<file path="config.mk">
export PLATFORM = sky130hd
export DESIGN_NAME = mem_wb_stage_flat
export DESIGN_NICKNAME = d
export VERILOG_FILES = /design/src/rtl/mips_pipeline_pkg.sv /design/src/rtl/mem_wb_stage_if.sv /design/src/rtl/mem_wb_stage_wb_source_select.sv /design/src/rtl/mem_wb_stage.sv /design/src/flat_wrapper.sv
export SDC_FILE = /design/constraint.sdc
export NUM_CORES = 1
export LEC_CHECK = 0
export ABC_AREA = 1
export CORE_ASPECT_RATIO = 1.2
export CORE_MARGIN = 3
export CORE_UTILIZATION = 50
export DETAILED_ROUTE_END_ITERATION = 16
export PLACE_DENSITY = 0.82
export SLEW_MARGIN = 20
export SYNTH_ARGS = -nofsm -noshare
export SYNTH_HDL_FRONTEND = slang
export SYNTH_SLANG_ARGS = --single-unit
</file>
<file path="constraint.sdc">
create_clock -name clk -period 1.3 [get_ports clk]
set_input_delay 0.13 -clock clk [delete_from_list [all_inputs] [get_ports clk]]
set_output_delay 0.13 -clock clk [all_outputs]
set_load 0.005 [all_outputs]
</file>
<file path="src/rtl/mips_pipeline_pkg.sv">
// Shared MIPS pipeline definitions: zero-register address, write-back source
// encoding and the write-back control bundle carried from MEM into WB.
package mips_pipeline_pkg;

    localparam logic [4:0] REG_ZERO = 5'd0;

    typedef enum logic [1:0] {
        WB_SRC_ALU  = 2'd0,
        WB_SRC_MEM  = 2'd1,
        WB_SRC_LINK = 2'd2
    } wb_src_e;

    typedef struct packed {
        logic Valid;
        logic RegWrite;
        logic MemtoReg;
        logic JalLink;
    } wb_ctrl_t;

    // JalLink outranks MemtoReg: a jal must always link PC+4.
    function automatic wb_src_e wbSrcOf(input wb_ctrl_t ctrl);
        if (ctrl.JalLink)       return WB_SRC_LINK;
        else if (ctrl.MemtoReg) return WB_SRC_MEM;
        else                    return WB_SRC_ALU;
    endfunction

endpackage

</file>
<file path="src/rtl/mem_wb_stage_if.sv">
// MEM->WB bus: hazard controls and MEM-side entry in, register-file write port out.
interface mem_wb_if #(
    parameter int NBits       = 32,
    parameter int RegAddrBits = 5
);
    logic                   Stall;
    logic                   Flush;
    logic                   MEM_Valid;
    logic                   MEM_RegWrite;
    logic                   MEM_MemtoReg;
    logic                   MEM_JalLink;
    logic [RegAddrBits-1:0] MEM_WriteReg;
    logic [NBits-1:0]       MemoryData;
    logic [NBits-1:0]       ALUResult;
    logic [NBits-1:0]       PC_4;
    logic                   WB_Valid;
    logic                   WB_RegWrite;
    logic [RegAddrBits-1:0] WB_WriteReg;
    logic [NBits-1:0]       WB_WriteData;

    modport master (
        output Stall, Flush, MEM_Valid, MEM_RegWrite, MEM_MemtoReg, MEM_JalLink,
               MEM_WriteReg, MemoryData, ALUResult, PC_4,
        input  WB_Valid, WB_RegWrite, WB_WriteReg, WB_WriteData
    );

    modport slave (
        input  Stall, Flush, MEM_Valid, MEM_RegWrite, MEM_MemtoReg, MEM_JalLink,
               MEM_WriteReg, MemoryData, ALUResult, PC_4,
        output WB_Valid, WB_RegWrite, WB_WriteReg, WB_WriteData
    );
endinterface

</file>
<file path="src/rtl/mem_wb_stage_wb_source_select.sv">
// Write-back data mux: ALU / load data / PC+4, built as a chain of two 2:1 muxes
// so the link source sits closest to the output.
module Multiplexer2to1 #(
    parameter int NBits = 32
) (
    input  logic [NBits-1:0] muxIn0,
    input  logic [NBits-1:0] muxIn1,
    input  logic             selector,
    output logic [NBits-1:0] muxOut
);
    assign muxOut = selector ? muxIn1 : muxIn0;
endmodule

module wb_source_select
    import mips_pipeline_pkg::*;
#(
    parameter int NBits = 32
) (
    input  wb_src_e          srcSel,
    input  logic [NBits-1:0] aluResult,
    input  logic [NBits-1:0] memoryData,
    input  logic [NBits-1:0] pc4,
    output logic [NBits-1:0] writeData
);
    logic [NBits-1:0] aluOrMem;

    Multiplexer2to1 #(.NBits(NBits)) uMuxMem (
        .muxIn0  (aluResult),
        .muxIn1  (memoryData),
        .selector(srcSel == WB_SRC_MEM),
        .muxOut  (aluOrMem)
    );

    Multiplexer2to1 #(.NBits(NBits)) uMuxLink (
        .muxIn0  (aluOrMem),
        .muxIn1  (pc4),
        .selector(srcSel == WB_SRC_LINK),
        .muxOut  (writeData)
    );
endmodule

</file>
<file path="src/rtl/mem_wb_stage.sv">
// MEM/WB pipeline register with write-back select and stall/flush handling.
// Define MEM_WB_RETIRE_COUNT_EN to add the 32-bit RetireCount register and port.
module mem_wb_stage
    import mips_pipeline_pkg::*;
#(
    parameter int NBits       = 32,
    parameter int RegAddrBits = 5
) (
    input  logic        clk,
    input  logic        reset,
    mem_wb_if.slave     bus
`ifdef MEM_WB_RETIRE_COUNT_EN
    ,
    output logic [31:0] RetireCount
`endif
);
    wb_ctrl_t               ctrlQ;
    logic [RegAddrBits-1:0] writeRegQ;
    logic [NBits-1:0]       memDataQ;
    logic [NBits-1:0]       aluResultQ;
    logic [NBits-1:0]       pc4Q;

    always_ff @(posedge clk) begin
        if (!reset || bus.Flush) begin
            ctrlQ      <= '0;
            writeRegQ  <= '0;
            memDataQ   <= '0;
            aluResultQ <= '0;
            pc4Q       <= '0;
        end else if (!bus.Stall) begin
            ctrlQ.Valid    <= bus.MEM_Valid;
            ctrlQ.RegWrite <= bus.MEM_RegWrite;
            ctrlQ.MemtoReg <= bus.MEM_MemtoReg;
            ctrlQ.JalLink  <= bus.MEM_JalLink;
            writeRegQ      <= bus.MEM_WriteReg;
            memDataQ       <= bus.MemoryData;
            aluResultQ     <= bus.ALUResult;
            pc4Q           <= bus.PC_4;
        end
    end

    wb_source_select #(.NBits(NBits)) uSrcSel (
        .srcSel    (wbSrcOf(ctrlQ)),
        .aluResult (aluResultQ),
        .memoryData(memDataQ),
        .pc4       (pc4Q),
        .writeData (bus.WB_WriteData)
    );

    assign bus.WB_Valid    = ctrlQ.Valid;
    assign bus.WB_WriteReg = writeRegQ;
    // Bubbles and $zero targets never reach the register file.
    assign bus.WB_RegWrite = ctrlQ.Valid & ctrlQ.RegWrite
                           & (writeRegQ != RegAddrBits'(REG_ZERO));

`ifdef MEM_WB_RETIRE_COUNT_EN
    // An entry retires when it leaves WB: advanced normally or flushed out.
    always_ff @(posedge clk) begin
        if (!reset)
            RetireCount <= '0;
        else if (ctrlQ.Valid && (!bus.Stall || bus.Flush))
            RetireCount <= RetireCount + 32'd1;
    end
`endif

endmodule

</file>
<file path="src/flat_wrapper.sv">
// flat-port wrapper written by rule: the top's interface ports become plain ports
module mem_wb_stage_flat import mips_pipeline_pkg::*;
#(
    parameter int NBits       = 32,
    parameter int RegAddrBits = 5
)
  (clk, reset, bus_Stall, bus_Flush, bus_MEM_Valid, bus_MEM_RegWrite, bus_MEM_MemtoReg, bus_MEM_JalLink, bus_MEM_WriteReg, bus_MemoryData, bus_ALUResult, bus_PC_4, bus_WB_Valid, bus_WB_RegWrite, bus_WB_WriteReg, bus_WB_WriteData);
  mem_wb_if #(.NBits(NBits), .RegAddrBits(RegAddrBits)) bus_i ();
  input  logic clk;
  input  logic reset;
  input wire logic [$bits(bus_i.Stall)-1:0] bus_Stall;
  input wire logic [$bits(bus_i.Flush)-1:0] bus_Flush;
  input wire logic [$bits(bus_i.MEM_Valid)-1:0] bus_MEM_Valid;
  input wire logic [$bits(bus_i.MEM_RegWrite)-1:0] bus_MEM_RegWrite;
  input wire logic [$bits(bus_i.MEM_MemtoReg)-1:0] bus_MEM_MemtoReg;
  input wire logic [$bits(bus_i.MEM_JalLink)-1:0] bus_MEM_JalLink;
  input wire logic [$bits(bus_i.MEM_WriteReg)-1:0] bus_MEM_WriteReg;
  input wire logic [$bits(bus_i.MemoryData)-1:0] bus_MemoryData;
  input wire logic [$bits(bus_i.ALUResult)-1:0] bus_ALUResult;
  input wire logic [$bits(bus_i.PC_4)-1:0] bus_PC_4;
  output wire logic [$bits(bus_i.WB_Valid)-1:0] bus_WB_Valid;
  output wire logic [$bits(bus_i.WB_RegWrite)-1:0] bus_WB_RegWrite;
  output wire logic [$bits(bus_i.WB_WriteReg)-1:0] bus_WB_WriteReg;
  output wire logic [$bits(bus_i.WB_WriteData)-1:0] bus_WB_WriteData;
  assign bus_i.Stall = bus_Stall;
  assign bus_i.Flush = bus_Flush;
  assign bus_i.MEM_Valid = bus_MEM_Valid;
  assign bus_i.MEM_RegWrite = bus_MEM_RegWrite;
  assign bus_i.MEM_MemtoReg = bus_MEM_MemtoReg;
  assign bus_i.MEM_JalLink = bus_MEM_JalLink;
  assign bus_i.MEM_WriteReg = bus_MEM_WriteReg;
  assign bus_i.MemoryData = bus_MemoryData;
  assign bus_i.ALUResult = bus_ALUResult;
  assign bus_i.PC_4 = bus_PC_4;
  assign bus_WB_Valid = bus_i.WB_Valid;
  assign bus_WB_RegWrite = bus_i.WB_RegWrite;
  assign bus_WB_WriteReg = bus_i.WB_WriteReg;
  assign bus_WB_WriteData = bus_i.WB_WriteData;
  mem_wb_stage #(.NBits(NBits), .RegAddrBits(RegAddrBits)) u_core (.clk(clk), .reset(reset), .bus(bus_i));
endmodule
</file>
==> run_results.csv, run 1 <==
group,metric,value,unit
die,dieWidth,94.1,um
min_path,hold_end,"u_core.pc4Q[6]$_SDFFE_PP0N_",
finish,num_antenna_cells,0,
min_path,hold_start,"bus_Stall",
logic_synthesis,postSynthAreaPerCell,6.63,um2
logic_synthesis,netlist_instances,703,
die,die_h,112,um
clock_network,clockRootBuffer,"clkbuf_8",
logic_synthesis,synth-seq-cells,105,
min_path,hp-class,"in -> reg",
finish,fin_nets,962,
routing,vias,4971,
global_routing,grt_usage,0.265,
finish,design_area,0.00688,mm2
routing,dr.first_iter.drc_count,362,
placement,io_buffers,147,
sta,slew_headroom,0.679,
finish,layout-drive-gt1-share,0.212,
sta,fin_crit_sh,1.22,
logic_synthesis,syn-num-nets,812,
placement,gp_congestion,0.866,
die,core-area,0.00884,mm2
global_routing,antenna_found_initial,0,
die,rows,37,
sta,hold_viol_final,0,
sta,rsz0062_at_grt,"yes",
critical_path,path_class,"reg -> out",
sta,fin_crit,1.58,ns
logic_synthesis,syn_area,0.00466,mm2
sta,tightest_slew,0.481,ns
clock_network,numCtsBuffers,9,
critical_path,reg2reg_from,"u_core.ctrlQ[1]$_SDFFE_PP0N_",
clock_network,cts_tree,"yes",
critical_path,cp.required,1.17,ns
clock_network,clock_path_buffers,2,
logic_synthesis,ys_warn_count,0,
power_and_ir_drop,power_density,921,mW/mm2
routing,drt_drc_violations_left,0,
placement,post-dp-hpwl,8530,um
placement,postPlaceCellArea,0.00622,mm2
global_routing,grt_pass1_vias,4885,
clock_network,cts_hold_buf,0,
critical_path,path_cells,"buf_4 -> buf_12 -> nor2_2 -> nor2_1 -> nand2_1 -> nand2_1 -> clkdlybuf4s15_2",
sta,clock.fmax,631,MHz
critical_path,path_max_fanout,5,
critical_path,start_kind,"flip-flop",
critical_path,r2r_end,"u_core.ctrlQ[1]$_SDFFE_PP0N_",
power_and_ir_drop,p_leak,2.85,nW
sta,setup_ws,-0.285,ns
critical_path,critPathMaxStageDelay,0.38,ns
global_routing,grt_start_max_net_pins,65,
logic_synthesis,yosysSeqAreaShare,0.451,
clock_network,clk_pin_slew,0.10,ns
routing,drt.antenna.violating_nets,0,
sta,finalSetupViolCount,32,
sta,final-max-slew-violation-count,0,
routing,wl_per_cell,14.6,um
die,die_area,0.0105,mm2
clock_network,clkLatencyLatePin,0.35,ns
routing,finalWirelength,14200,um
routing,dr.pass1.iters,5,
critical_path,worst_path_most_repeated_cell,"nand2_1",
global_routing,grt_pass1_wl,22700,um
die,top_level_ports,148,
min_path,holdPathStages,4,
global_routing,overflow,0,
critical_path,ff2ff_path_depth,3,
sta,tns,-7.25,ns
critical_path,critical_path_arrival,1.45,ns
critical_path,crit_slowest_cell,"dfxtp_4",
flow_run,max-cap-violations,0,
placement,post-place-ws,-0.177,ns
logic_synthesis,ys_types,14,
status,status,"finished, violations left",
status,violations,"setup timing",
critical_path,r2r_slack,0.45,ns
clock_network,cts_max_level,3,
clock_network,cts_sinks,105,
critical_path,worstSetupEndpointType,"output port",
die,start_util,0.527,
finish,area_delta_synth_final,47.5,%
sta,skew,0,ns
power_and_ir_drop,ir_drop,0.493,mV
routing,vias_per_cell,5.10,
cell usage in the layout (no fill, tap or decap), types with 4 or more instances in the layout:
| master | netlist | layout |
|---|---|---|
| nor2_1 | 66 | 25 |
| buf_6 | 8 | 8 |
| clkbuf_2 | 0 | 4 |
| dfxtp_1 | 105 | 97 |
| nor2_2 | 0 | 24 |
| a21oi_1 | 95 | 95 |
| nor2_4 | 0 | 17 |
| buf_4 | 6 | 13 |
| nand2_1 | 331 | 309 |
| clkinvlp_4 | 0 | 4 |
| clkdlybuf4s50_1 | 0 | 107 |
| clkbuf_8 | 0 | 10 |
| inv_1 | 36 | 36 |
| a21oi_2 | 10 | 10 |
| buf_12 | 0 | 13 |
| nand2_4 | 0 | 8 |
| dfxtp_2 | 0 | 6 |
| nand2_2 | 10 | 24 |
| buf_2 | 28 | 29 |
| dlygate4sd2_1 | 0 | 5 |
synthesized netlist by cell type, drive strengths merged:
cell	n	share of area
clkinv	1	0.0011
buf	47	0.063
nand3	1	0.0011
dfxtp	105	0.45
clkbuf	1	0.00080
inv	36	0.029
a21oi	105	0.12
nand2	341	0.28
nor2	66	0.053
per-layer routing:
layer / vias to the layer above / share of wire / global-route usage / routed length (um)
met5: - / 0 / 0 / 0
met4: 0 / 0.028 / 0.0992 / 401
met3: 37 / 0.070 / 0.0446 / 1000
met2: 210 / 0.51 / 0.454 / 7300
met1: 2276 / 0.39 / 0.331 / 5480
li1: 2448 / - / - / -
how the worst max path moves through the flow:
stage	slack, ns	end	cells after the start	startpoint
after floorplan	0.32	bus_WB_WriteData[13]	6	u_core.ctrlQ[1]$_SDFFE_PP0N_
after global placement	-0.18	bus_WB_WriteData[30]	6	u_core.ctrlQ[1]$_SDFFE_PP0N_
after detailed placement	-0.18	bus_WB_WriteData[30]	6	u_core.ctrlQ[1]$_SDFFE_PP0N_
after CTS	-0.32	bus_WB_WriteData[19]	8	u_core.ctrlQ[1]$_SDFFE_PP0N_
after global routing	-0.35	bus_WB_WriteData[7]	7	u_core.ctrlQ[1]$_SDFFE_PP0N_
final	-0.28	bus_WB_WriteData[5]	7	u_core.ctrlQ[1]$_SDFFE_PP0N_
stage by stage:
stage	instances	util	total power (W)	hold WS, ns
finish	974	0.778	0.00633	0.277
global route	974	0.778	0.00659	0.297
CTS	975	0.769	0.00631	0.267
detailed placement	932	0.704	0.00448	0.452
global placement	932	0.704	0.00446	0.448
floorplan	703	-	0.00390	0.266
what timing repair did:
| action | CTS | global route |
|---|---|---|
| gates cloned | 6 | 1 |
| endpoints found under the setup margin | 39 | 33 |
| buffers inserted | 22 | 3 |
| resized for setup | 204 | 48 |
| pin swaps | 34 | 42 |
| hold endpoints to repair | 0 | 0 |
worst max-delay path, delay by kind of cell, from the launching register on:
family | cells | cell delay [ns]
simple gates | 4 | 0.23
buf+inv | 3 | 0.49
flops | 1 | 0.38
final cells by class:
class	instances	area, um2
inverters	37	140
repair buffers	187	1890
clock buffers	11	141
flip-flops and latches	105	2120
fillers	648	1970
well taps	117	146
clock inverters	4	30.0
multi-input cells	513	2410
state kept, by name (all words and copies together) (netlist names):
signal,flops
u_core.bus.WB_Valid,1
u_core.bus.WB_WriteReg,5
u_core.memDataQ,32
u_core.aluResultQ,32
u_core.ctrlQ,3
u_core.pc4Q,32
cell families after synthesis:
logic type             share of synthesized area
AO/OA/AOI/OAI                              0.121
buffers and inverters                     0.0940
AND/OR/NAND/NOR                            0.334
flip-flops                                 0.451
power by group:
group | switching [W] | internal, W | leakage [nW]
combinational | 0.000516 | 0.000611 | 1.91
clock | 0.00108 | 0.000740 | 0.0737
sequential | 0.0000710 | 0.00332 | 0.860
(Power assumes the default switching activity.)
==> run 2: changes to the inputs <==
--- a/config.mk
+++ b/config.mk
@@ -11,6 +11,7 @@
 export CORE_UTILIZATION = 50
 export DETAILED_ROUTE_END_ITERATION = 16
 export PLACE_DENSITY = 0.82
+export RECOVER_POWER = 25
 export SLEW_MARGIN = 20
 export SYNTH_ARGS = -nofsm -noshare
 export SYNTH_HDL_FRONTEND = slang
==> run_results.csv, run 2 (synthesis gave the netlist of run 1 again) <==
group,metric,value,unit
finish,fin_cells,974,
critical_path,cp.required,1.17,ns
finish,nFillCells,660,
finish,layout-drive-gt1-share,0.204,
finish,layout_commonest_cell,"nand2_1",
critical_path,start_kind,"flip-flop",
routing,vias_per_cell,5.14,
critical_path,worst_path_most_repeated_cell,"nand2_1",
power_and_ir_drop,seqPwrFrac,0.535,
finish,num_antenna_cells,0,
routing,dr.first_iter.drc_count,350,
placement,gp_congestion,0.866,
die,dieWidth,94.1,um
critical_path,critical_path_arrival,1.46,ns
clock_network,cts_sinks,105,
critical_path,crit_slowest_cell,"dfxtp_4",
global_routing,top_usage_layer,"met2",
clock_network,cts_tree,"yes",
clock_network,clock_path_buffers,2,
critical_path,path_class,"reg -> out",
critical_path,path_cells,"buf_4 -> buf_12 -> nor2_2 -> nor2_1 -> nand2_1 -> nand2_1 -> clkdlybuf4s15_2",
routing,wl_per_cell,14.6,um
critical_path,worstSetupEndpointType,"output port",
die,core-area,0.00884,mm2
finish,fin_util,0.771,
routing,finalWirelength,14300,um
global_routing,grt_pass1_wl,22700,um
finish,layout_common_cells,"nand2_1 (309), clkdlybuf4s50_1 (107), a21oi_1 (101), dfxtp_1 (97), inv_1 (36)",
global_routing,overflow,0,
sta,hold_ws,0.300,ns
die,die_h,112,um
routing,drt.antenna.violating_nets,0,
global_routing,grt_usage,0.265,
placement,io_buffers,147,
finish,reg.largest.list,"u_core.aluResultQ: 32 flops, u_core.memDataQ: 32 flops, u_core.pc4Q: 32 flops",
power_and_ir_drop,power_density,929,mW/mm2
power_and_ir_drop,p_clk_frac,0.290,
finish,area_delta_synth_final,46.3,%
sta,hold_viol_final,0,
status,violations,"setup timing",
global_routing,use_met2,0.454,
min_path,hp-class,"in -> reg",
sta,final-max-slew-violation-count,0,
clock_network,clk_pin_slew,0.10,ns
routing,dr.pass1.iters,5,
finish,fin_nets,962,
clock_network,cts_max_level,3,
clock_network,clkLatencyLatePin,0.36,ns
sta,skew,0,ns
die,top_level_ports,148,
placement,post-place-ws,-0.177,ns
sta,setup_ws,-0.286,ns
global_routing,grt_pass1_vias,4885,
die,start_util,0.527,
sta,finalSetupViolCount,33,
sta,clock.fmax,631,MHz
power_and_ir_drop,p_int,0.00465,W
placement,post-dp-hpwl,8530,um
critical_path,r2r_slack,0.43,ns
flow_run,max-cap-violations,0,
sta,slew_headroom,0.363,
power_and_ir_drop,combPwrFrac,0.175,
clock_network,numCtsBuffers,9,
sta,rsz0062_at_grt,"yes",
sta,tightest_slew,0.955,ns
placement,place_inst,932,
routing,drt_drc_violations_left,0,
clock_network,clockRootBuffer,"clkbuf_8",
critical_path,critPathMaxStageDelay,0.38,ns
routing,vias,5011,
critical_path,path_max_fanout,5,
power_and_ir_drop,p_leak,2.83,nW
power_and_ir_drop,power.switching,0.00168,W
global_routing,antenna_found_initial,0,
die,die_area,0.0105,mm2
power_and_ir_drop,swShare,0.265,
global_routing,use_met1,0.331,
status,status,"finished, violations left",
sta,fin_crit_sh,1.22,
global_routing,met3_usage,0.0446,
global_routing,grt_start_max_net_pins,65,
sta,fin_crit,1.59,ns
power_and_ir_drop,ir_drop,0.494,mV
die,rows,37,
[run 2: cell count changes in the layout (fill, tap and decap cells not counted)]
| cell | previous run | this run |
|---|---|---|
| a21oi_1 | 95 | 101 |
| a21oi_2 | 10 | 4 |
| buf_12 | 13 | 11 |
| buf_4 | 13 | 11 |
| clkbuf_4 | 0 | 2 |
| clkbuf_1 | 1 | 2 |
| clkbuf_2 | 4 | 5 |
| nand2_2 | 24 | 25 |
| nand2_4 | 8 | 7 |
[run 2: worst paths after layout]
check,from,end,depth (start not counted)
worst min register to register,u_core.pc4Q[21]$_SDFFE_PP0N_,u_core.pc4Q[21]$_SDFFE_PP0N_,2
worst min-delay path,bus_MEM_WriteReg[0],u_core.bus.WB_WriteReg[0]$_SDFFE_PP0N_,3
worst max register to register,u_core.ctrlQ[1]$_SDFFE_PP0N_,u_core.ctrlQ[1]$_SDFFE_PP0N_,3
worst max-delay path,u_core.ctrlQ[1]$_SDFFE_PP0N_,bus_WB_WriteData[5],7
[run 2: power groups by stage]
stage | sequential (W) | combinational [W] | clock [W]
6_report | 0.00339 | 0.00111 | 0.00184
5_1_grt | 0.00340 | 0.00121 | 0.00196
4_1_cts | 0.00338 | 0.00110 | 0.00184
3_5_place_dp | 0.00345 | 0.00103 | 0
3_3_place_gp | 0.00345 | 0.00102 | 0
2_1_floorplan | 0.00343 | 0.000467 | 0
[run 2: metrics by stage]
step	TNS (ns)	instance area (um2)	power, W
floorplan	0	4660	0.00390
global placement	-4.36	6220	0.00446
detailed placement	-4.69	6220	0.00448
CTS	-7.40	6800	0.00631
global route	-9.34	6820	0.00657
finish	-7.39	6820	0.00633
[run 2: what timing repair did]
item / CTS / global route
gates resized for setup: 204 / 48
endpoints found under the setup margin: 39 / 33
pin swaps: 34 / 42
cloned: 6 / 1
buffers inserted: 22 / 3
hold buffers: 0 / 0
[run 2: area by class of cell]
| type | count | area, um2 | area share |
|---|---|---|---|
| multi-input cells | 513 | 2380 | 0.349 |
| flip-flops and latches | 105 | 2120 | 0.311 |
| repair buffers | 187 | 1860 | 0.273 |
| well taps | 117 | 146 | 0.0215 |
| clock buffers | 11 | 141 | 0.0207 |
| inverters | 37 | 140 | 0.0206 |
| clock inverters | 4 | 30.0 | 0.00441 |
[run 2: metal layers]
metal  vias up  share of wire
met5         -              0
met4         0          0.027
met3        33          0.068
met2       216           0.51
met1      2311           0.39
li1       2451              -
[run 2: critical path, delay by kind of cell (launching register included)]
family	cells	cell delay [ns]
buffers and inverters	3	0.49
DFF	1	0.38
and+or+nand+nor	4	0.22
